==> config.mk <==
export PLATFORM = sky130hd
export DESIGN_NAME = iob_iob2wishbone
export DESIGN_NICKNAME = d
export VERILOG_FILES = /design/src/rtl/iob_iob2wishbone_pkg.sv /design/src/rtl/iob_iob2wishbone_watchdog.sv /design/src/rtl/iob_iob2wishbone.sv
export SDC_FILE = /design/constraint.sdc
export NUM_CORES = 1
export LEC_CHECK = 0
export BUFFER_PORTS_ARGS = -buffer_cell sky130_fd_sc_hd__buf_2
export CORE_MARGIN = 10
export CORE_UTILIZATION = 25
export CTS_CLUSTER_DIAMETER = 50
export CTS_CLUSTER_SIZE = 30
export DETAILED_ROUTE_END_ITERATION = 7
export GPL_TIMING_DRIVEN = 0
export HOLD_SLACK_MARGIN = 0.06
export SYNTH_ARGS = -nofsm -noshare
export SYNTH_HDL_FRONTEND = slang
export SYNTH_HIERARCHICAL = 1
export SYNTH_SLANG_ARGS = --single-unit
==> constraint.sdc <==
create_clock -name clk_i -period 2.5 [get_ports clk_i]
set_input_delay 0.125 -clock clk_i [delete_from_list [all_inputs] [get_ports clk_i]]
set_output_delay 0.125 -clock clk_i [all_outputs]
set_load 0.02 [all_outputs]
==> src/rtl/iob_iob2wishbone_pkg.sv <==
// rtl/iob_iob2wishbone_pkg.sv - shared types and constants for the IOb to Wishbone bridge
package iob_iob2wishbone_pkg;

    typedef enum logic {
        ST_IDLE = 1'b0,
        ST_BUS  = 1'b1
    } state_t;

    localparam logic [7:0] WB_SEL_ALL = 8'hFF;

    // Number of BUS cycles a transfer may last before the watchdog aborts it.
    function automatic int timeout_limit(input int width);
        return (1 << width) - 1;
    endfunction

endpackage

==> src/rtl/iob_iob2wishbone_watchdog.sv <==
// rtl/iob_iob2wishbone_watchdog.sv - transfer watchdog counter with restart and terminal flag
module iob_iob2wishbone_watchdog
    import iob_iob2wishbone_pkg::*;
#(
    parameter int TIMEOUT_W = 8
) (
    input  logic clk_i,
    input  logic cke_i,
    input  logic arst_n_i,
    input  logic start_i,
    input  logic en_i,
    output logic last_o
);

    // last_o flags the final permitted cycle, so the abort happens on the limit-th cycle.
    localparam logic [TIMEOUT_W-1:0] LAST_CNT = TIMEOUT_W'(timeout_limit(TIMEOUT_W) - 1);

    logic [TIMEOUT_W-1:0] cnt_q;

    always_ff @(posedge clk_i or negedge arst_n_i) begin
        if (!arst_n_i) begin
            cnt_q <= '0;
        end else if (cke_i) begin
            if (start_i) begin
                cnt_q <= '0;
            end else if (en_i) begin
                cnt_q <= cnt_q + 1'b1;
            end
        end
    end

    assign last_o = (cnt_q == LAST_CNT);

endmodule

==> src/rtl/iob_iob2wishbone.sv <==
// rtl/iob_iob2wishbone.sv - IOb slave to Wishbone classic master bridge, one outstanding transfer
module iob_iob2wishbone
    import iob_iob2wishbone_pkg::*;
#(
    parameter int ADDR_W    = 32,
    parameter int DATA_W    = 32,
    parameter int TIMEOUT_W = 8
) (
    input  logic                clk_i,
    input  logic                cke_i,
    input  logic                arst_n_i,
    input  logic                iob_avalid_i,
    input  logic [ADDR_W-1:0]   iob_addr_i,
    input  logic [DATA_W-1:0]   iob_wdata_i,
    input  logic [DATA_W/8-1:0] iob_wstrb_i,
    output logic                iob_rvalid_o,
    output logic [DATA_W-1:0]   iob_rdata_o,
    output logic                iob_ready_o,
    output logic [ADDR_W-1:0]   wb_adr_o,
    output logic [DATA_W-1:0]   wb_dat_o,
    output logic [DATA_W/8-1:0] wb_sel_o,
    output logic                wb_we_o,
    output logic                wb_cyc_o,
    output logic                wb_stb_o,
    input  logic [DATA_W-1:0]   wb_dat_i,
    input  logic                wb_ack_i,
    input  logic                wb_err_i,
    output logic                err_o
);

    localparam int SEL_W = DATA_W / 8;

    state_t state_q, state_d;
    logic   accept, wd_last, timeout, abort, done;
    logic   cyc_q;

    always_ff @(posedge clk_i or negedge arst_n_i) begin
        if (!arst_n_i) begin
            state_q <= ST_IDLE;
        end else if (cke_i) begin
            state_q <= state_d;
        end
    end

    // Bus error outranks ack; the watchdog only fires when the slave stayed silent.
    always_comb begin
        state_d     = state_q;
        iob_ready_o = (state_q == ST_IDLE);
        accept      = iob_avalid_i & iob_ready_o;
        timeout     = wd_last & ~wb_ack_i & ~wb_err_i;
        abort       = wb_err_i | timeout;
        done        = wb_ack_i | abort;
        case (state_q)
            ST_IDLE: if (accept) state_d = ST_BUS;
            ST_BUS:  if (done)   state_d = ST_IDLE;
        endcase
    end

    iob_iob2wishbone_watchdog #(
        .TIMEOUT_W (TIMEOUT_W)
    ) u_watchdog (
        .clk_i    (clk_i),
        .cke_i    (cke_i),
        .arst_n_i (arst_n_i),
        .start_i  (accept),
        .en_i     (state_q == ST_BUS),
        .last_o   (wd_last)
    );

    always_ff @(posedge clk_i or negedge arst_n_i) begin
        if (!arst_n_i) begin
            wb_adr_o     <= '0;
            wb_dat_o     <= '0;
            wb_sel_o     <= '0;
            wb_we_o      <= 1'b0;
            cyc_q        <= 1'b0;
            iob_rvalid_o <= 1'b0;
            iob_rdata_o  <= '0;
            err_o        <= 1'b0;
        end else if (cke_i) begin
            iob_rvalid_o <= 1'b0;
            if (state_q == ST_IDLE) begin
                if (accept) begin
                    wb_adr_o <= iob_addr_i;
                    wb_dat_o <= iob_wdata_i;
                    wb_we_o  <= |iob_wstrb_i;
                    wb_sel_o <= (|iob_wstrb_i) ? iob_wstrb_i : WB_SEL_ALL[SEL_W-1:0];
                    cyc_q    <= 1'b1;
                    err_o    <= 1'b0;
                end
            end else if (done) begin
                cyc_q        <= 1'b0;
                iob_rvalid_o <= ~wb_we_o;
                if (abort) begin
                    err_o <= 1'b1;
                end
                if (!wb_we_o) begin
                    iob_rdata_o <= abort ? '0 : wb_dat_i;
                end
            end
        end
    end

    assign wb_cyc_o = cyc_q;
    assign wb_stb_o = cyc_q;

endmodule
**Word-level counts from Yosys, hierarchy flattened**

Index checks and enable logic that the tools add are counted.

- Add/subtract/negate cells: 1
- Equality and inequality tests: 3
- Muxes and demuxes: 16
- Bitwise gates (word level): 9
- Reductions and logical operators: 7

Operators with widths:

| cell | count |
|---|---|
| $mux 32 | 1 |
| $mux 8 | 2 |
| $mux 1 | 11 |
| $add 8x1->8 const B | 1 |
| $eq 8x8->1 const B | 1 |
| $reduce_and 4->1 | 2 |
| $reduce_and 3->1 | 2 |
| $mux 4 | 1 |
| $ne 2x1->1 const B | 2 |
| $not 1->1 | 4 |
| $reduce_or 4->1 | 1 |
| $and 1x1->1 | 3 |
| $or 1x1->1 | 2 |
| $pmux 1 s2 | 1 |
| $reduce_and 2->1 | 1 |
| $reduce_bool 2->1 | 1 |

- Register bits: 113
- Output and inout port bits: 106
- Logic and storage cells: 46

**Longest topological paths before layout**

Gate-level depths: netlist of the first run.

- Depth after elaboration: 7
- Mapped depth: 9

**By module**

The synthesis of the first run kept the hierarchy.

Modules (own cells, without submodules):

| module | instances | cells an instance | area an instance (sq um) | sequential area each (sq um) |
|---|---|---|---|---|
| iob_iob2wishbone | 1 | 324 | 4,320.4 | 2,627.5 |
| iob_iob2wishbone_watchdog | 1 | 58 | 534.3 | 200.2 |

**Worst setup path before layout of the first run**

Ideal clock, no wire load.

- Kind: reg2reg
- Start point: register u_watchdog.cnt_q[0]
- End point: register iob_rdata_o[10]
- Library setup time: 0.138 ns
- Data arrival time: 1.699 ns
- Data required time: 2.362 ns
- Slack: 0.663 ns
- Cell stages (with the launch flop): 10
- Period minus slack after synthesis: 1.837 ns
- Path through: dfrtp_1 inv_1 ha_1 nand4_1 nor2_1 o31ai_2 or2_1 buf_2 buf_6 o31ai_2

- Word-level cells in the longest chain between the ends: 6
- Elaborated cells on any way between the ends: 7
- Classes of those cells: 1 x eq/ne; 1 x mux; 4 x bitwise; 1 x reduce/logical

Ends and longest elaborated chain:

| item | line | RTL |
|---|---|---|
| start: declaration | iob_iob2wishbone_watchdog.sv:18 | `logic [TIMEOUT_W-1:0] cnt_q;` |
| start signal: assignment | iob_iob2wishbone_watchdog.sv:27 | `cnt_q <= cnt_q + 1'b1;` |
| $eq 8x8->1 (*) | iob_iob2wishbone_watchdog.sv:32 | `assign last_o = (cnt_q == LAST_CNT);` |
| named net wd_last | iob_iob2wishbone.sv:34 | `logic accept, wd_last, timeout, abort, done;` |
| $and 1x1->1 (*) (2 in series) | iob_iob2wishbone.sv:50 | `timeout = wd_last & ~wb_ack_i & ~wb_err_i;` |
| $or 1x1->1 (*) | iob_iob2wishbone.sv:51 | `abort = wb_err_i \| timeout;` |
| $or 1x1->1 | iob_iob2wishbone.sv:52 | `done = wb_ack_i \| abort;` |
| $reduce_and 4->1 (no source line) | n/a |  |
| end signal: assignment | iob_iob2wishbone.sv:98 | `iob_rdata_o <= abort ? '0 : wb_dat_i;` |
| end: declaration | iob_iob2wishbone.sv:17 | `output logic [DATA_W-1:0] iob_rdata_o,` |

The timed path passes the listed nets; every way through them passes the cells marked *.
A chain may end at the register's enable or synchronous reset.

**Worst setup path in the final report of the first run**

- Start point: register u_watchdog.cnt_q[0]
- End point: register iob_rdata_o[21]

The elaborated chain is that of the path after synthesis.

==> reports/qor.yml, run 1 <==
timing:
  worst_pin_slew_ns: 0.7889
  maxSlewViolCount: 0
  fin_crit_ns: 2.311
  fin_hold_ws_ns: 0.09251
  finalHoldViolations: 0
  finalCritPeriodShare_pct: 92.44
  maxSlewHeadroom_pct: 47.41
  fmax_mhz: 432.7
  clock_skew_ns: 0.006356
  rsz0062_at_grt: "no"
  finalSetupViolCount: 0
floorplanning:
  rows: 50
  core-area_sq_mm: 0.01889
  die_w_microns: 159.4
  initial_core_util_pct: 25.70
  ios: 212
  die_h_microns: 159.4
  dieArea_sq_mm: 0.02539
detailed_routing:
  drcViolationCount: 0
  drt_pre_antenna_iters: 4
  routed-via-count: 4188
  wl_per_cell_microns: 16.43
  ant_nets: 0
  viasPerCell: 4.239
  drt_iter0_drc: 182
  wl_microns: 16230
logic_synthesis:
  avgSynthCellArea_sq_um: 12.71
  synth.distinct_cells: 36
  ys_ff_latch: 113
  yosysSeqAreaShare_pct: 58.25
  yosys_warnings: 6
  async_reset_ff_share_pct: 100.0
  syn_nets: 490
  syn_area_sq_mm: 0.004855
  netlist_instances: 382
  synth_edf_count: 0
  synth_top_flop_cell: "dfrtp_1"
worst_setup_path:
  cp_max_fo: 10
  path_class: "reg2reg"
  r2r_slack_ns: 0.19
  regToRegStartpoint: "u_watchdog/cnt_q[0]"
  critical_path_required_ns: 2.82
  cp_data_arrival_time_ns: 2.63
  worstSetupStartpointType: "register"
  startpoint: "u_watchdog/cnt_q[0]"
  cp_slowest_cell: "o31ai_2"
  end_kind: "register"
  path_common_cell: "o31ai_2"
  path_buf_inv: 2
  cpLargestDelayFamily: "compound AO/OA/AOI/OAI gates"
  critPathMaxStageDelay_ns: 0.55
  crit_chain: "inv_1 -> ha_1 -> nand4_1 -> nor2_1 -> o31ai_2 -> clkbuf_1 -> o21ai_0 -> o31ai_2"
job:
  cap_violations: 0
finish:
  drive_gt1_share_pct: 49.18
  nets: 823
  fill_cells: 1792
  final_area_sq_mm: 0.007934
  antenna_cells: 0
  syn_to_final_growth_pct: 63.43
  utilization_pct: 41.99
clock_network:
  cts_buffer_depth: 2
  cts_tree: "yes"
  cts_buffers: 17
  cts_hold_buffers: 102
  cts_setup_buffers: 0
  clkTransAtPathRegs_ns: 0.06
  clock_latency_ns: 0.41
  clkSinkCount: 113
  cts_root_buf: "clkbuf_16"
  ctsResizeCount: 0
  htree_levels: 4
pwr:
  power_leakage_nw: 3.851
  cellPowerDensity_mw_per_mm2: 960.5
  peakVddDrop_mv: 0.4334
hold_path:
  hp-start: "cke_i"
  min_path_type: "in2reg"
place:
  hpwl_microns: 10820
  io_buffers: 211
  gp_congestion: 0.7714
  postPlaceCellArea_sq_mm: 0.006270
grt:
  grt_first_pass_wirelength_microns: 26040
  grt_max_degree: 73
  grt_pass1_vias: 4549
  grt_usage_pct: 12.73
  grt_overflow: 0
  antenna_found_initial: 0
status:
  status: "completed"
==> final timing paths <==
path                                   endpoint  depth (start not counted)
worst min register to register      wb_sel_o[0]                          2
worst min-delay path               iob_rvalid_o                          2
max in group asynchronous               state_q                          3
worst max-delay path            iob_rdata_o[21]                          8
min in group asynchronous           wb_adr_o[0]                          2
worst max register to register  iob_rdata_o[21]                          8
==> cells by family (layout without fill, tap and decap cells) <==
kind of cell    after synthesis  count (layout)  share of synthesized area, %
flops                       113             113                         58.25
buf+inv                      67             413                         6.314
compound gates               87              87                         14.38
mux                          67              67                         15.49
simple gates                 46              46                         5.052
fa+ha+maj                     2               2                        0.5154
==> layout by cell type, fill, tap and decap left out, drive strengths merged, types with 6 or more instances in the layout <==
cell	n
buf	228
dfrtp	113
dlygate4sd3	102
mux2	65
inv	46
o21ai	38
o31ai	33
clkbuf	27
nand2	11
nor2	7
nand3	6
==> worst register-to-register path, cell delays in order (launching register included) <==
cell and delay, ns:
dfrtp_1 0.40, inv_1 0.10, ha_1 0.20, nand4_1 0.08
nor2_1 0.08, o31ai_2 0.55, clkbuf_1 0.49, o21ai_0 0.23
o31ai_2 0.09
==> stage by stage <==
| stage | std cells | TNS, ns | setup WS (ns) | power, mW |
|---|---|---|---|---|
| 6_report | 988 | 0 | 0.1889 | 7.621 |
| 5_1_grt | 988 | 0 | 0.007568 | 8.043 |
| 4_1_cts | 988 | 0 | 0.1374 | 7.724 |
| 3_5_place_dp | 854 | 0 | 0.1749 | 4.897 |
| 3_3_place_gp | 853 | -24.22 | -0.2270 | 4.851 |
| 2_1_floorplan | 382 | 0 | 0.6629 | 4.003 |
==> registers in the layout, summed over array words and instances, names as in the netlist <==
signal            flops
wb_dat_o             32
iob_rvalid_o          1
wb_adr_o             32
wb_we_o               1
iob_rdata_o          32
wb_cyc_o              1
err_o                 1
state_q               1
wb_sel_o              4
u_watchdog/cnt_q      8
==> power breakdown <==
part	total, mW	switching [mW]	internal, mW
Sequential	2.65	0.303	2.35
Clock	2.64	0.928	1.71
Combinational	2.33	1.36	0.966
==> final cells by class <==
class / instances / area (sq um) / share of cell area (%)
Sequential cell: 113 / 2828 / 35.64
Timing Repair Buffer: 314 / 2111 / 26.60
Multi-Input combinational cell: 202 / 1720 / 21.68
Clock buffer: 18 / 439.2 / 5.535
Tap cell: 260 / 325.3 / 4.100
Clock inverter: 14 / 203.9 / 2.571
Inverter: 42 / 157.7 / 1.987
Buffer: 25 / 148.9 / 1.877
==> layer usage <==
layer	vias up	GRT usage [%]	part of all wire, %
met5	-	0	0
met4	0	3.875	1.1
met3	14	4.441	6.1
met2	160	21.67	50
met1	1998	14.72	42
li1	2016	-	-
==> Yosys cell counts (all sizes together), types with 3 or more instances <==
cell type | n | area share [%]
nand4 | 4 | 0.64
o31ai | 33 | 8.2
nor2 | 7 | 0.54
nor2b | 3 | 0.39
mux2 | 65 | 15
nor3 | 5 | 0.52
o21ai | 38 | 3.9
dfrtp | 113 | 58
inv | 42 | 3.2
buf | 16 | 2.4
nand3 | 6 | 0.62
nand2b | 3 | 0.39
nand2 | 11 | 0.85
clkbuf | 9 | 0.70
a21oi | 3 | 0.31
o22ai | 5 | 0.64
Power figures use the tool's default switching activity.
==> run 2: changes to the inputs <==
Settings changed: ABC_AREA set to 1.
==> run 2 against run 1 <==
Net effect:
- synthesized cell count grew 42%
- count of clock-buffer cells in the layout rose by 2
- clock skew increased by 0.0039 ns
- area after synthesis decreased by 1.3%
- power down 0.62%
- critical path depth increased by 3
- flip-flop and latch count did not move
- clock power is essentially flat
- worst setup slack better by 0.51 ns
- register-to-register slack gained 0.51 ns
==> reports/qor.yml, run 2 <==
status:
  status: "completed"  # unchanged
logic_synthesis:
  avgSynthCellArea_sq_um: 8.807  # was 12.71 sq um
  netlist_instances: 544  # was 382
  yosys_warnings: 6  # unchanged
  async_reset_ff_share_pct: 100.0  # unchanged
  synth_top_area_cell: "dfrtp_1"  # unchanged
  ys_ff_latch: 113  # unchanged
  synth_common_cells: "266 x nand2_1, 113 x dfrtp_1, 41 x nand3_1"  # was 113 x dfrtp_1, 65 x mux2_2, 42 x inv_1
  ys_top_cells_by_area: "dfrtp_1 59%, nand2_1 21%, nand3_1 4.3%"  # was dfrtp_1 58%, mux2_2 15%, o31ai_2 7.7%
  yosysMostFrequentCell: "nand2_1"  # was dfrtp_1
  syn_area_sq_mm: 0.004791  # was 0.004855 sq mm
  synth_edf_count: 0  # unchanged
  synth_top_flop_cell: "dfrtp_1"  # unchanged
  synth.distinct_cells: 23  # was 36
  yosysSeqAreaShare_pct: 59.02  # was 58.25%
  syn_nets: 652  # was 490
  synth.top_cell.area_share_pct: 59.02  # was 58.25%
timing:
  clock_skew_ns: 0.01030  # was 0.006356 ns
  maxSlewViolCount: 0  # unchanged
  maxSlewHeadroom_pct: 61.43  # was 47.41%
  fin_hold_ws_ns: 0.09484  # was 0.09251 ns
  worst_pin_slew_ns: 0.5786  # was 0.7889 ns
  fin_crit_ns: 1.804  # was 2.311 ns
  finalHoldViolations: 0  # unchanged
  fmax_mhz: 554.3  # was 432.7 MHz
  finalSetupViolCount: 0  # unchanged
  finalCritPeriodShare_pct: 72.16  # was 92.44%
  rsz0062_at_grt: "no"  # unchanged
pwr:
  cellPowerDensity_mw_per_mm2: 967.0  # was 960.5 mW/mm^2
  power_leakage_nw: 4.234  # was 3.851 nW
  power_mw: 7.573  # was 7.621 mW
  peakVddDrop_mv: 0.4513  # was 0.4334 mV
place:
  io_buffers: 211  # unchanged
  postPlaceCellArea_sq_mm: 0.006173  # was 0.006270 sq mm
  hpwl_microns: 11900  # was 10,820 microns
  dpl.cell_count: 990  # was 854
  gp_congestion: 0.7591  # was 0.7714
finish:
  drive_gt1_share_pct: 34.16  # was 49.18%
  final_cell_mix: "266 x nand2_1, 218 x buf_2, 113 x dfrtp_1, 102 x dlygate4sd3_1, 41 x nand3_1"  # was 218 x buf_2, 113 x dfrtp_1, 102 x dlygate4sd3_1, 65 x mux2_2, 42 x inv_1
  utilization_pct: 41.73  # was 41.99%
  layout_top_registers: "iob_rdata_o x32, wb_adr_o x32, wb_dat_o x32"  # unchanged
  stdcell_count: 1124  # was 988
  final_common_cell: "nand2_1"  # was buf_2
  antenna_cells: 0  # unchanged
  nets: 985  # was 823
  final_area_sq_mm: 0.007831  # was 0.007934 sq mm
  syn_to_final_growth_pct: 63.46  # was 63.43%
detailed_routing:
  wl_microns: 16910  # was 16,230 microns
  ant_nets: 0  # unchanged
  drt_pre_antenna_iters: 6  # was 4
  drcViolationCount: 0  # unchanged
  viasPerCell: 4.226  # was 4.239
  wl_per_cell_microns: 15.05  # was 16.43 microns
  routed-via-count: 4750  # was 4,188
  drt_iter0_drc: 243  # was 182
grt:
  grt_max_degree: 58  # was 73
  grt_pass1_vias: 4978  # was 4,549
  grt_first_pass_wirelength_microns: 26500  # was 26,040 microns
  grt_usage_pct: 13.39  # was 12.73%
  antenna_found_initial: 0  # unchanged
  grt_overflow: 0  # unchanged
clock_network:
  clock_latency_ns: 0.41  # about the same
  cts_buffers: 17  # unchanged
  cts_tree: "yes"  # unchanged
  clkTransAtPathRegs_ns: 0.06  # about the same
  htree_levels: 4  # unchanged
  cts_setup_buffers: 0  # unchanged
  cts_root_buf: "clkbuf_16"  # unchanged
  clkSinkCount: 113  # unchanged
  cts_buffer_depth: 2  # unchanged
  cts_hold_buffers: 102  # unchanged
  ctsResizeCount: 0  # unchanged
worst_setup_path:
  path_buf_inv: 4  # was 2
  end_kind: "register"  # unchanged
  cpLargestDelayFamily: "simple AND/OR/NAND/NOR gates"  # was compound AO/OA/AOI/OAI gates
  worstSetupStartpointType: "register"  # unchanged
  path_class: "reg2reg"  # unchanged
  critical_path_required_ns: 2.79  # was 2.82 ns
  critPathMaxStageDelay_ns: 0.38  # was 0.55 ns
  cp_data_arrival_time_ns: 2.09  # was 2.63 ns
  cp_slowest_cell: "dfrtp_1"  # was o31ai_2
  crit_chain: "inv_1 -> ha_1 -> nand3_1 -> nor2_1 -> inv_1 -> nand3_1 -> nand2_1 -> buf_6 -> buf_6 -> nand2_1 -> o21ai_2"  # was inv_1 -> ha_1 -> nand4_1 -> nor2_1 -> o31ai_2 -> clkbuf_1 -> o21ai_0 -> o31ai_2
  cp_max_fo: 10  # unchanged
floorplanning:
  die_w_microns: 158.4  # was 159.4 microns
  ios: 212  # unchanged
  initial_core_util_pct: 25.53  # was 25.70%
  die_h_microns: 158.4  # was 159.4 microns
  rows: 50  # unchanged
  core-area_sq_mm: 0.01877  # was 0.01889 sq mm
  dieArea_sq_mm: 0.02510  # was 0.02539 sq mm
job:
  cap_violations: 0  # unchanged
hold_path:
  min_path_type: "in2reg"  # unchanged
## run 2: cell count changes in the layout (fill, tap and decap cells not counted), sizes merged, moves of 3 or more
cell,delta
nand2b,-3
nand2,+260
o31ai,-32
nor2b,-3
nor3,-5
buf,+5
o22ai,-5
nor2,+13
inv,-19
nand3,+35
mux2,-65
o21ai,-3
## run 2: metal layers
layer / wire length [microns] / share of wire (%) / GRT usage (%)
met5: 0 / 0 / 0
met1: 6991 / 41 / 15.35
met4: 220 / 1.3 / 3.661
met3: 1750 / 10 / 6.665
met2: 7950 / 47 / 21.68
## run 2: area by class of cell
type / count / area, sq um
Inverter: 25 / 93.84
Sequential cell: 113 / 2828
Clock buffer: 20 / 456.7
Clock inverter: 12 / 180.2
Fill cell: 1853 / 10940
Buffer: 28 / 187.7
Multi-Input combinational cell: 378 / 1682
Tap cell: 234 / 292.8
Timing Repair Buffer: 314 / 2111
## run 2: path summary, 6_finish.rpt
| path | from | endpoint | slack (ns) | depth (start not counted) |
|---|---|---|---|---|
| min in group asynchronous | arst_n_i | iob_rdata_o[13] | 0.26 | 2 |
| worst min register to register | wb_adr_o[17] | wb_adr_o[17] | 0.46 | 2 |
| worst max register to register | u_watchdog/cnt_q[0] | iob_rdata_o[31] | 0.70 | 11 |
| worst max-delay path | u_watchdog/cnt_q[0] | iob_rdata_o[31] | 0.70 | 11 |
| max in group asynchronous | arst_n_i | wb_adr_o[23] | 1.54 | 3 |
| worst min-delay path | wb_err_i | iob_rdata_o[0] | 0.09 | 4 |
## run 2: through the flow
stage	worst slack (ns)	setup TNS, ns
4_1_cts	0.6402	0
3_5_place_dp	0.6545	0
5_1_grt	0.5068	0
6_report	0.6960	0
2_1_floorplan	0.9586	0
3_3_place_gp	-0.2383	-25.64
## run 2: logic make-up (layout without fill, tap and decap cells)
| family | after synthesis | count (layout) | synth area share (%) |
|---|---|---|---|
| DFF | 113 | 113 | 59.02 |
| xor gates and xnor gates | 1 | 1 | 0.1828 |
| adders and majority gates | 2 | 2 | 0.5222 |
| and+or+nand+nor | 337 | 337 | 28.65 |
| buffers and inverters | 53 | 399 | 5.876 |
| AOI/OAI and AO/OA | 38 | 38 | 5.746 |
## run 2: worst reg2reg max path: stages, from the launching register on
cell and delay (ns):
dfrtp_1 0.38, inv_1 0.14, ha_1 0.17, nand3_1 0.07
nor2_1 0.16, inv_1 0.06, nand3_1 0.14, nand2_1 0.12
buf_6 0.17, buf_6 0.15, nand2_1 0.09, o21ai_2 0.06
## run 2: power breakdown
group	internal (mW)	switching (mW)
combinational	0.835	1.47
clock	1.73	0.885
sequential	2.35	0.306
